`src/rtl/wbcon_pkg.sv`:
```
// Shared types and constants for the Wishbone console response path.
package wbcon_pkg;

  typedef enum logic [1:0] {
    ST_IDLE = 2'd0,
    ST_HDR  = 2'd1,
    ST_DATA = 2'd2
  } ser_state_e;

  localparam logic [5:0]  HDR_MAGIC_DEFAULT = 6'h28;
  localparam int unsigned HDR_ERR_BIT       = 1;
  localparam int unsigned HDR_OP_BIT        = 0;

  // Frame header byte: {magic, err, op}.
  function automatic logic [7:0] make_hdr(input logic [5:0] magic,
                                          input logic       err,
                                          input logic       op);
    logic [7:0] h;
    h              = {magic, 2'b00};
    h[HDR_ERR_BIT] = err;
    h[HDR_OP_BIT]  = op;
    return h;
  endfunction

endpackage

```
`src/rtl/wbcon_resp_fifo.sv`:
```
// Response queue: synchronous FIFO with registered head outputs.
// A freshly written entry becomes visible on rd_valid/rd_data one cycle after
// the write; entries already queued stay visible back-to-back across pops.
module wbcon_resp_fifo #(
  parameter int unsigned WIDTH = 34,
  parameter int unsigned DEPTH = 2
) (
  input  logic             clk,
  input  logic             rst,
  input  logic             wr_en,
  input  logic [WIDTH-1:0] wr_data,
  input  logic             rd_en,
  output logic             full,
  output logic             not_empty,
  output logic             rd_valid,
  output logic [WIDTH-1:0] rd_data
);

  localparam int unsigned PTR_W = (DEPTH > 1) ? $clog2(DEPTH) : 1;
  localparam int unsigned CNT_W = $clog2(DEPTH + 1);

  logic [WIDTH-1:0] mem [DEPTH];
  logic [PTR_W-1:0] wr_ptr_q, rd_ptr_q, rd_ptr_adv;
  logic [CNT_W-1:0] count_q, count_old, count_d;
  logic             do_wr, do_rd;

  function automatic logic [PTR_W-1:0] ptr_inc(input logic [PTR_W-1:0] p);
    if (p == PTR_W'(DEPTH - 1)) return '0;
    return p + PTR_W'(1);
  endfunction

  assign full       = (count_q == CNT_W'(DEPTH));
  assign not_empty  = (count_q != '0);
  assign do_wr      = wr_en & ~full;
  assign do_rd      = rd_en & rd_valid;
  assign rd_ptr_adv = do_rd ? ptr_inc(rd_ptr_q) : rd_ptr_q;
  // Entries that existed before this cycle's write, after this cycle's pop.
  assign count_old  = count_q - CNT_W'(do_rd);
  assign count_d    = count_old + CNT_W'(do_wr);

  // Storage array; contents need no reset.
  always_ff @(posedge clk) begin
    if (do_wr) mem[wr_ptr_q] <= wr_data;
  end

  // Pointers, occupancy and registered head.
  always_ff @(posedge clk) begin
    if (rst) begin
      wr_ptr_q <= '0;
      rd_ptr_q <= '0;
      count_q  <= '0;
      rd_valid <= 1'b0;
      rd_data  <= '0;
    end else begin
      if (do_wr) wr_ptr_q <= ptr_inc(wr_ptr_q);
      rd_ptr_q <= rd_ptr_adv;
      count_q  <= count_d;
      rd_valid <= (count_old != '0);
      rd_data  <= mem[rd_ptr_adv];
    end
  end

endmodule

```
`src/rtl/wbcon_resp_tx.sv`:
```
// Response-side framer: forwards requests to the executor, queues results and
// serialises each one as a header (+ data bytes for successful reads) on TX.
module wbcon_resp_tx
  import wbcon_pkg::*;
#(
  parameter int unsigned WORD_BYTES = 4,
  parameter int unsigned RESP_DEPTH = 2,
  parameter logic [5:0]  HDR_MAGIC  = HDR_MAGIC_DEFAULT
) (
  input  logic                    i_clk,
  input  logic                    i_rst,
  input  logic                    i_mreq_valid,
  input  logic                    i_mreq_op,
  output logic                    o_mreq_ready,
  output logic                    o_mreq_valid,
  input  logic                    i_mreq_ready,
  input  logic [8*WORD_BYTES-1:0] i_resp_data,
  input  logic                    i_resp_err,
  output logic [7:0]              o_tx_data,
  output logic                    o_tx_valid,
  input  logic                    i_tx_ready,
  output logic                    o_busy
);

  localparam int unsigned DATA_W = 8 * WORD_BYTES;
  localparam int unsigned ENT_W  = DATA_W + 2;
  localparam int unsigned CNT_W  = $clog2(WORD_BYTES) + 1;

  logic              q_full, q_not_empty, q_head_valid, q_pop;
  logic [ENT_W-1:0]  q_wr_data, q_head;
  logic              head_op, head_err;
  logic [DATA_W-1:0] head_data;

  ser_state_e        state_q, state_d;
  logic              tx_valid_q, tx_valid_d;
  logic [7:0]        tx_data_q, tx_data_d;
  logic [DATA_W-1:0] shift_q, shift_d;
  logic [CNT_W-1:0]  cnt_q, cnt_d;
  logic              rd_ok_q, rd_ok_d;
  logic              hs, frame_done;

  // Request forwarding; full flag is the pre-pop value.
  assign o_mreq_valid = i_mreq_valid & ~q_full & ~i_rst;
  assign o_mreq_ready = o_mreq_valid & i_mreq_ready;
  assign q_wr_data    = {i_mreq_op, i_resp_err, i_resp_data};

  wbcon_resp_fifo #(
    .WIDTH (ENT_W),
    .DEPTH (RESP_DEPTH)
  ) u_fifo (
    .clk       (i_clk),
    .rst       (i_rst),
    .wr_en     (o_mreq_ready),
    .wr_data   (q_wr_data),
    .rd_en     (q_pop),
    .full      (q_full),
    .not_empty (q_not_empty),
    .rd_valid  (q_head_valid),
    .rd_data   (q_head)
  );

  assign {head_op, head_err, head_data} = q_head;
  assign hs = tx_valid_q & i_tx_ready;

  // Serializer next state and TX datapath.
  always_comb begin
    state_d    = state_q;
    tx_valid_d = tx_valid_q;
    tx_data_d  = tx_data_q;
    shift_d    = shift_q;
    cnt_d      = cnt_q;
    rd_ok_d    = rd_ok_q;
    q_pop      = 1'b0;
    frame_done = 1'b0;

    unique case (state_q)
      ST_IDLE: ;
      ST_HDR: begin
        if (hs) begin
          if (rd_ok_q) begin
            state_d   = ST_DATA;
            cnt_d     = '0;
            tx_data_d = shift_q[7:0];
            shift_d   = shift_q >> 8;
          end else begin
            frame_done = 1'b1;
          end
        end
      end
      ST_DATA: begin
        if (hs) begin
          if (cnt_q == CNT_W'(WORD_BYTES - 1)) begin
            frame_done = 1'b1;
          end else begin
            cnt_d     = cnt_q + CNT_W'(1);
            tx_data_d = shift_q[7:0];
            shift_d   = shift_q >> 8;
          end
        end
      end
      default: state_d = ST_IDLE;
    endcase

    // Start the next frame immediately, or drop to idle.
    if ((state_q == ST_IDLE) || frame_done) begin
      if (q_head_valid) begin
        q_pop      = 1'b1;
        state_d    = ST_HDR;
        tx_valid_d = 1'b1;
        tx_data_d  = make_hdr(HDR_MAGIC, head_err, head_op);
        shift_d    = head_data;
        rd_ok_d    = head_op & ~head_err;
      end else begin
        state_d    = ST_IDLE;
        tx_valid_d = 1'b0;
      end
    end
  end

  // Serializer state register.
  always_ff @(posedge i_clk) begin
    if (i_rst) begin
      state_q    <= ST_IDLE;
      tx_valid_q <= 1'b0;
      tx_data_q  <= '0;
      shift_q    <= '0;
      cnt_q      <= '0;
      rd_ok_q    <= 1'b0;
    end else begin
      state_q    <= state_d;
      tx_valid_q <= tx_valid_d;
      tx_data_q  <= tx_data_d;
      shift_q    <= shift_d;
      cnt_q      <= cnt_d;
      rd_ok_q    <= rd_ok_d;
    end
  end

  assign o_tx_valid = tx_valid_q;
  assign o_tx_data  = tx_data_q;
  assign o_busy     = o_mreq_valid | q_not_empty | (state_q != ST_IDLE);

endmodule

```
`config.mk`:
```
export PLATFORM = sky130hd
export DESIGN_NAME = wbcon_resp_tx
export DESIGN_NICKNAME = d
export VERILOG_FILES = /design/src/rtl/wbcon_pkg.sv /design/src/rtl/wbcon_resp_fifo.sv /design/src/rtl/wbcon_resp_tx.sv
export SDC_FILE = /design/constraint.sdc
export NUM_CORES = 1
export LEC_CHECK = 0
export ABC_AREA = 1
export BUFFER_PORTS_ARGS = -buffer_cell sky130_fd_sc_hd__buf_2
export CAP_MARGIN = 25
export CORE_UTILIZATION = 40
export CTS_BUF_LIST = sky130_fd_sc_hd__clkbuf_4 sky130_fd_sc_hd__clkbuf_8
export DETAILED_ROUTE_END_ITERATION = 10
export PLACE_DENSITY = 0.54
export SLEW_MARGIN = 20
export SYNTH_ARGS = -nofsm -noshare
export SYNTH_HDL_FRONTEND = slang
export SYNTH_HIERARCHICAL = 1
export SYNTH_SLANG_ARGS = --single-unit
```
`constraint.sdc`:
```
create_clock -name i_clk -period 5.25 [get_ports i_clk]
set_input_delay 0.525 -clock i_clk [delete_from_list [all_inputs] [get_ports i_clk]]
set_output_delay 0.525 -clock i_clk [all_outputs]
set_load 0.01 [all_outputs]
```
# Word level (Yosys, flattened, before mapping)
# Memories as Yosys holds them, arrays and structs flattened. A register that Yosys moved wholly into a read port is not among the register bits.
# Index checks and enable logic that the tools add are counted.
# classes
addsub,5
n_eq_ne,11
n_mux,42
n_bitwise,12
n_reduce_logical,10
# ops
op,n
$mux W32,6
$pmux W32 S2,1
$mux W8,6
$mux W1,18
$pmux W8 S2,1
$mux W3,4
$ne A2 B2 Y1 const B,4
$reduce_bool A2 Y1,4
$and A1 B1 Y1,7
$mux W2,3
$ne A3 B3 Y1 const B,2
$pmux W3 S2,1
$reduce_and A5 Y1,1
$eq A2 B2 Y1 const B,2
$pmux W2 S2,1
$add A3 B1 Y3 const B,1
$eq A3 B2 Y1 const B,1
$not A1 Y1,3
$reduce_and A3 Y1,1
$add A1 B1 Y1 const B,2
$add A2 B1 Y2,1
$eq A2 B1 Y1 const B,1
$logic_not A2 Y1,1
$ne A2 B1 Y1 const B,1
6 further kinds,7
# totals
regBits,52
mem_bits_rw,68
inputBits,39
output_inout_bits,12
word_cells,91
memories,1
# memory_table
memory,depth,width,rd,rd_clocked_by_memory_dff,wr,line,rtl
u_fifo.mem,2,34,1,1,1,wbcon_resp_fifo.sv:22,logic [WIDTH-1:0] mem [DEPTH];

# Depth between registers and ports, before layout
# logic_depth
ltp_word,9
mapped_depth,18
ltp_nobuf,17

# Cells and area by module
# Netlist, hierarchy kept.
# modules_own_cells
mod,instances,cells_each,area_each_um2,seq_area_each_um2
wbcon_resp_fifo,1,327,3772.4,2822.7
wbcon_resp_tx,1,365,2434.8,940.9

# Worst setup path before layout
# OpenSTA, ideal clock, no wires.
# synth_path
path_kind,input-to-reg
start,input port i_rst
end,"memory u_fifo.mem[0][0], enable pin"
setup_time_ns,0.425
arrival_time_ns,2.775
required_ns,4.825
slack_ns,2.050
stages,5
path_buffers,0
cell_sequence,nor3_1 -> inv_1 -> nor2_1 -> nand2_1 -> nor2_1
# synth_between
elab_chain_len,6
# synth_rtl
item,line,rtl
from (decl),wbcon_resp_tx.sv:11,"input logic i_rst,"
$not A1 Y1,wbcon_resp_tx.sv:43,assign o_mreq_valid = i_mreq_valid & ~q_full & ~i_rst;
$and A1 B1 Y1,wbcon_resp_tx.sv:43,
$and A1 B1 Y1,wbcon_resp_tx.sv:44,assign o_mreq_ready = o_mreq_valid & i_mreq_ready;
via o_mreq_ready,wbcon_resp_tx.sv:14,"output logic o_mreq_ready,"
$and A1 B1 Y1,wbcon_resp_fifo.sv:34,assign do_wr = wr_en & ~full;
$mux W1,wbcon_resp_fifo.sv:43,if (do_wr) mem[wr_ptr_q] <= wr_data;
$mux W1 (not written as such),wbcon_resp_fifo.sv:43,
to (decl),wbcon_resp_fifo.sv:22,
# The timed path passes the listed nets, and every way through them passes these cells.

# Final worst setup path
# layout_path
start,register state_q[0]
end,register u_fifo.rd_data[11] (read register of u_fifo.mem)
# layout_between
elab_chain_len,6
word_cells_on_any_way,8
cone_classes,2 x eq/ne; 3 x mux; 1 x bitwise; 2 x reduce/logical
# layout_rtl
item,line,rtl
from (decl),wbcon_resp_tx.sv:34,"ser_state_e state_q, state_d;"
from (signal assigned),wbcon_resp_tx.sv:130,state_q <= state_d;
$eq A2 B2 Y1 or $eq A2 B1 Y1 (tied branches),wbcon_resp_tx.sv:76,unique case (state_q)
$pmux W1 S2,wbcon_resp_tx.sv:76,
$logic_or A1 B1 Y1 (*),wbcon_resp_tx.sv:105,if ((state_q == ST_IDLE) || frame_done) begin
$mux W1 (*),wbcon_resp_tx.sv:105,
via q_pop,wbcon_resp_tx.sv:29,"logic q_full, q_not_empty, q_head_valid, q_pop;"
$and A1 B1 Y1 (*),wbcon_resp_fifo.sv:35,assign do_rd = rd_en & rd_valid;
$mux W1 (*),wbcon_resp_fifo.sv:36,assign rd_ptr_adv = do_rd ? ptr_inc(rd_ptr_q) : rd_ptr_q;
to (decl),wbcon_resp_fifo.sv:16,output logic [WIDTH-1:0] rd_data
# Mark *: on every way through the listed nets, which the timed path passes. The rest lies on a longest branch.
# A chain may end at the register's enable or synchronous reset.

==> impl_summary.md <==
Outcome
The flow ran to the end, and the final reports show no timing, DRC or antenna violations.

Timing
The final worst hold slack is 270 ps. The shortest period the worst path allows is between 3000 and 4000 ps. The final setup violation count is 0. The worst pin sits at a relative slew slack of 49.2%. The hold violation total from the final report came to 0. The number of slew-limit violations in the final report is 0.

Setup repair after global routing left no endpoint under its margin. The summed negative setup slack over all endpoints is 0 ps. The final setup skew is 14.0 ps. The ratio of final minimum period to clock period is between 60 and 70%. For this run, the top clock speed supported by timing is 0.291 GHz. The slew at the pin closest to its max-slew limit is about 760 ps.

Synth
The library cell with the highest instance count after synthesis is sky130_fd_sc_hd__nor2_1. The synthesized design contains 154 register bits. By area the synthesized netlist is led by sky130_fd_sc_hd__edfxtp_1 (33%), sky130_fd_sc_hd__dfxtp_1 (28%), sky130_fd_sc_hd__nor2_1 (9.7%). The proportion of register bits with asynchronous set or reset after synthesis is 0%. Each instance of the synthesized netlist takes up on average 8.97 um2. The cell area after technology mapping is 0.00621 mm2.

The dominant combinational cell family by area after synthesis is simple AND/OR/NAND/NOR gates. The post-synthesis sequential area ratio is 60.6%. The parity-gate share of the synthesized area counting xor and xnor cells is 0%.

The total number of yosys warnings is 6. The count of flip-flops with a built-in enable after synthesis is 68. The number of different library cells used by synthesis comes to 27. In the synthesized netlist, the cells that appear most often are sky130_fd_sc_hd__nor2_1 (161), sky130_fd_sc_hd__nand2_1 (114), sky130_fd_sc_hd__inv_1 (88).

The share of synthesized area spent on multiplexers is 0%. Of the total synthesized cell area, the portion taken by full adders, half adders and majority gates is approximately 1.6%. The complex-gate fraction of the synthesized area is around 4.5%.

For this run, the leading register cell type out of synthesis is sky130_fd_sc_hd__dfxtp_1. The post-synthesis net count is 739. The top cell type by area accounts for 32.9% of the synthesized area. The number of instances in the synthesized netlist is ~700. Summing the areas of all and, or, nand and nor instances in the mapped netlist gives roughly a quarter of the synthesized area. The cell accounting for the most synthesized area is sky130_fd_sc_hd__edfxtp_1.

Clock network
The number of buffers created by CTS is 17. In this run, post-CTS repair resized a total of 0 instances. After clock tree synthesis, the setup repair step added 0 buffers. The number of hold buffers added after CTS is 0. The total clock sinks is about 150. TritonCTS built the clock tree.

Clock-pin slew was measured on the worst setup and hold paths at 90 ps. The deepest level of the CTS H-tree is 4. The tree is rooted in a sky130_fd_sc_hd__clkbuf_8.

In this run the deepest clock path goes through 2 buffers. For the worst-skew pair, the clock arrives at the later sink with an insertion delay of about 440 ps.

Drt
The total via count in the routed design is between 4000 and 5000. In the routed layout, each cell is associated on average with a via count of 4.66. The violation count after the first detailed-routing iteration is roughly 180. The DRC violation count after routing is 0.

The final layout contains routed wiring with a total length of 12000 um. The remaining number of nets flagged by the antenna check after routing is 0. The pre-antenna-repair detailed-routing pass consisted of 5 iterations.

The detail-routed net length per standard cell is roughly 13 um.

Critical path
On the worst path, the slowest cell contributes a delay of around 650 ps. The slowest cell on the critical path is sky130_fd_sc_hd__nand3_2. The critical path contains buffers and inverters numbering 3 combined.

The top cell family by delay on the critical path is simple AND/OR/NAND/NOR gates. The critical path capture point type is a flop. The required time of the critical path is 5620 ps.

Traced cell by cell, the critical path runs through inv_1 > ha_1 > inv_1 > nor2_2 > nand3_4 > nand2_4 > nand2_4 > inv_2 > nand3_2 > nand3_1 > nand2_1 > nor2_1. The kind of critical path is reg2reg. The type of origin of the critical path is a flop.

The critical path data arrival time is approximately 3800 ps. Along the worst path, the maximum fanout reaches 57.

Place
The total of buffers placed on input and output ports is 50. The final weighted congestion of routability-driven global placement is approximately 0.8. The wire-length estimate of the detail-placed layout is between 7000 and 8000 um.

The area after detailed placement is approximately 0.0065 mm2.

Die
The die is roughly 130 um wide. The floorplan has 45 rows. The total core area is about 0.015 mm2. The initial utilization of the core area, before any placement, comes to 41.0%.

The die covers between 0.015 and 0.02 mm2. For this design the top-level I/O count stands at 51. The floorplan step set the die height to ~130 um.

Power and ir drop
The proportion of power drawn by combinational gates is 5.5%. Summed over all nets, the switching power comes to approximately 550 uW. The cell area power density is about 350 mW/mm2. The clock network power share is 41.4%.

The static leakage is roughly 0.0030 uW. Overall power consumption after layout is estimated at roughly 2500 uW. The maximum vdd drop is 0.169 mV. The internal power of the cells is roughly 1900 uW. The relative contribution of sequential cells to total power is between 50 and 60%.

Of the total power, the share spent switching nets is 22.2%.

Final layout
Once layout is done, the placed cells without fillers occupy ~0.0070 mm2. Of the cells placed in the final design, the portion with a size suffix greater than 1 is between 10% and 20%. Relative to the synthesized area, the layout overhead comes to 12.4%. The total number of nets in the final design is ~780. The end-of-flow core utilization is a little under half.

The number of antenna diodes is 0.

Global route
The first global-routing pass estimated 20800 um of wire. The largest net degree at the start of global routing is between 50 and 60. For this run, the total global-route usage over all layers was measured as between 15 and 20%.

The via count of the first global-routing pass is between 4000 and 5000. For this run the aggregate overflow at the end of global routing stands at 0. The initial antenna violation count is 0.

Flow run
Max-cap violations in this run came to 0.

Worst hold path
The type of the tightest min-delay check is in2reg.
==> worst register-to-register path, stage by stage, from the launching register on <==
cell and delay [ps]:
sky130_fd_sc_hd__dfxtp_1 370, sky130_fd_sc_hd__inv_1 70, sky130_fd_sc_hd__ha_1 290, sky130_fd_sc_hd__inv_1 70
sky130_fd_sc_hd__nor2_2 400, sky130_fd_sc_hd__nand3_4 160, sky130_fd_sc_hd__nand2_4 110, sky130_fd_sc_hd__nand2_4 340
sky130_fd_sc_hd__inv_2 370, sky130_fd_sc_hd__nand3_2 650, sky130_fd_sc_hd__nand3_1 320, sky130_fd_sc_hd__nand2_1 70
sky130_fd_sc_hd__nor2_1 130
==> routing by layer <==
metal	up-vias	global-route usage, %	routed length (um)
met5	-	0	0
met4	0	7.58	188
met3	18	4.05	422
met2	71	27.7	5570
met1	2015	20.9	5850
li1	2263	-	-
==> through the flow <==
step / instances / setup slack (ps)
after floorplan: 692 / 2050
after CTS: 937 / 1770
final: 937 / 1820
after global placement: 905 / 1970
after global routing: 937 / 1440
after detailed placement: 905 / 1790
==> layout by cell type, fill, tap and decap left out <==
master / instances
sky130_fd_sc_hd__nor2_1: 160
sky130_fd_sc_hd__nor3_1: 1
sky130_fd_sc_hd__nand3b_1: 1
sky130_fd_sc_hd__nor2_2: 2
sky130_fd_sc_hd__inv_2: 4
sky130_fd_sc_hd__clkinvlp_4: 2
sky130_fd_sc_hd__clkbuf_8: 18
sky130_fd_sc_hd__dfxtp_1: 86
sky130_fd_sc_hd__ha_1: 8
sky130_fd_sc_hd__clkinv_2: 2
sky130_fd_sc_hd__nand3_1: 62
sky130_fd_sc_hd__inv_1: 88
sky130_fd_sc_hd__a22oi_1: 4
sky130_fd_sc_hd__nand3_4: 1
sky130_fd_sc_hd__nand2_4: 2
sky130_fd_sc_hd__buf_2: 50
sky130_fd_sc_hd__nand2_1: 114
sky130_fd_sc_hd__o21ai_2: 1
sky130_fd_sc_hd__o21ai_1: 20
sky130_fd_sc_hd__a21oi_4: 1
sky130_fd_sc_hd__bufinv_16: 5
sky130_fd_sc_hd__inv_6: 2
sky130_fd_sc_hd__clkinv_4: 2
sky130_fd_sc_hd__o21ai_0: 16
sky130_fd_sc_hd__nand3_2: 2
sky130_fd_sc_hd__a21oi_1: 9
sky130_fd_sc_hd__buf_4: 3
sky130_fd_sc_hd__nand2_2: 13
sky130_fd_sc_hd__edfxtp_1: 68
sky130_fd_sc_hd__inv_4: 1
sky130_fd_sc_hd__a21oi_2: 1
==> power by group through the flow <==
stage	clock network, uW	registers, uW	logic, uW
after floorplan	0	1330	100
after global placement	0	1340	134
after detailed placement	0	1340	138
after CTS	1060	1310	139
after global routing	1110	1320	159
final	1020	1310	136
==> sequential cells by signal, summed over array words and instances (netlist names) <==
name and cells:
shift_q 32, u_fifo/rd_data 34, u_fifo/count_q 2, cnt_q 3, o_tx_data 8, o_tx_valid 1
u_fifo/mem 68, u_fifo/wr_ptr_q 1, state_q 2, u_fifo/rd_ptr_q 1, rd_ok_q 1, u_fifo/rd_valid 1
==> final timing paths <==
kind	startpoint	to	slack, ps	cells after the start
worst max-delay path	state_q[0]$_SDFFE_PP0P_	u_fifo/rd_data[11]$_SDFF_PP0_	1820	12
worst min-delay path	i_resp_data[26]	u_fifo/mem[0][26]$_DFFE_PP_	270	1
worst max register to register	state_q[0]$_SDFFE_PP0P_	u_fifo/rd_data[11]$_SDFF_PP0_	1820	12
worst min register to register	shift_q[29]$_SDFF_PP0_	shift_q[29]$_SDFF_PP0_	460	2
==> final cells by class <==
| class | count | area [um2] |
|---|---|---|
| Clock inverter | 14 | 216 |
| Timing Repair Buffer | 53 | 273 |
| Tap cell | 188 | 235 |
| Inverter | 92 | 345 |
| Multi-Input combinational cell | 418 | 1890 |
| Fill cell | 1507 | 8170 |
| Clock buffer | 18 | 248 |
| Sequential cell | 154 | 3760 |
==> cells by family after synthesis <==
kind of cell,after synthesis
DFF,154
AOI/OAI and AO/OA,52
adders and majority gates,8
and+or+nand+nor,358
buffers and inverters,120
Power figures use the tool's default switching activity.
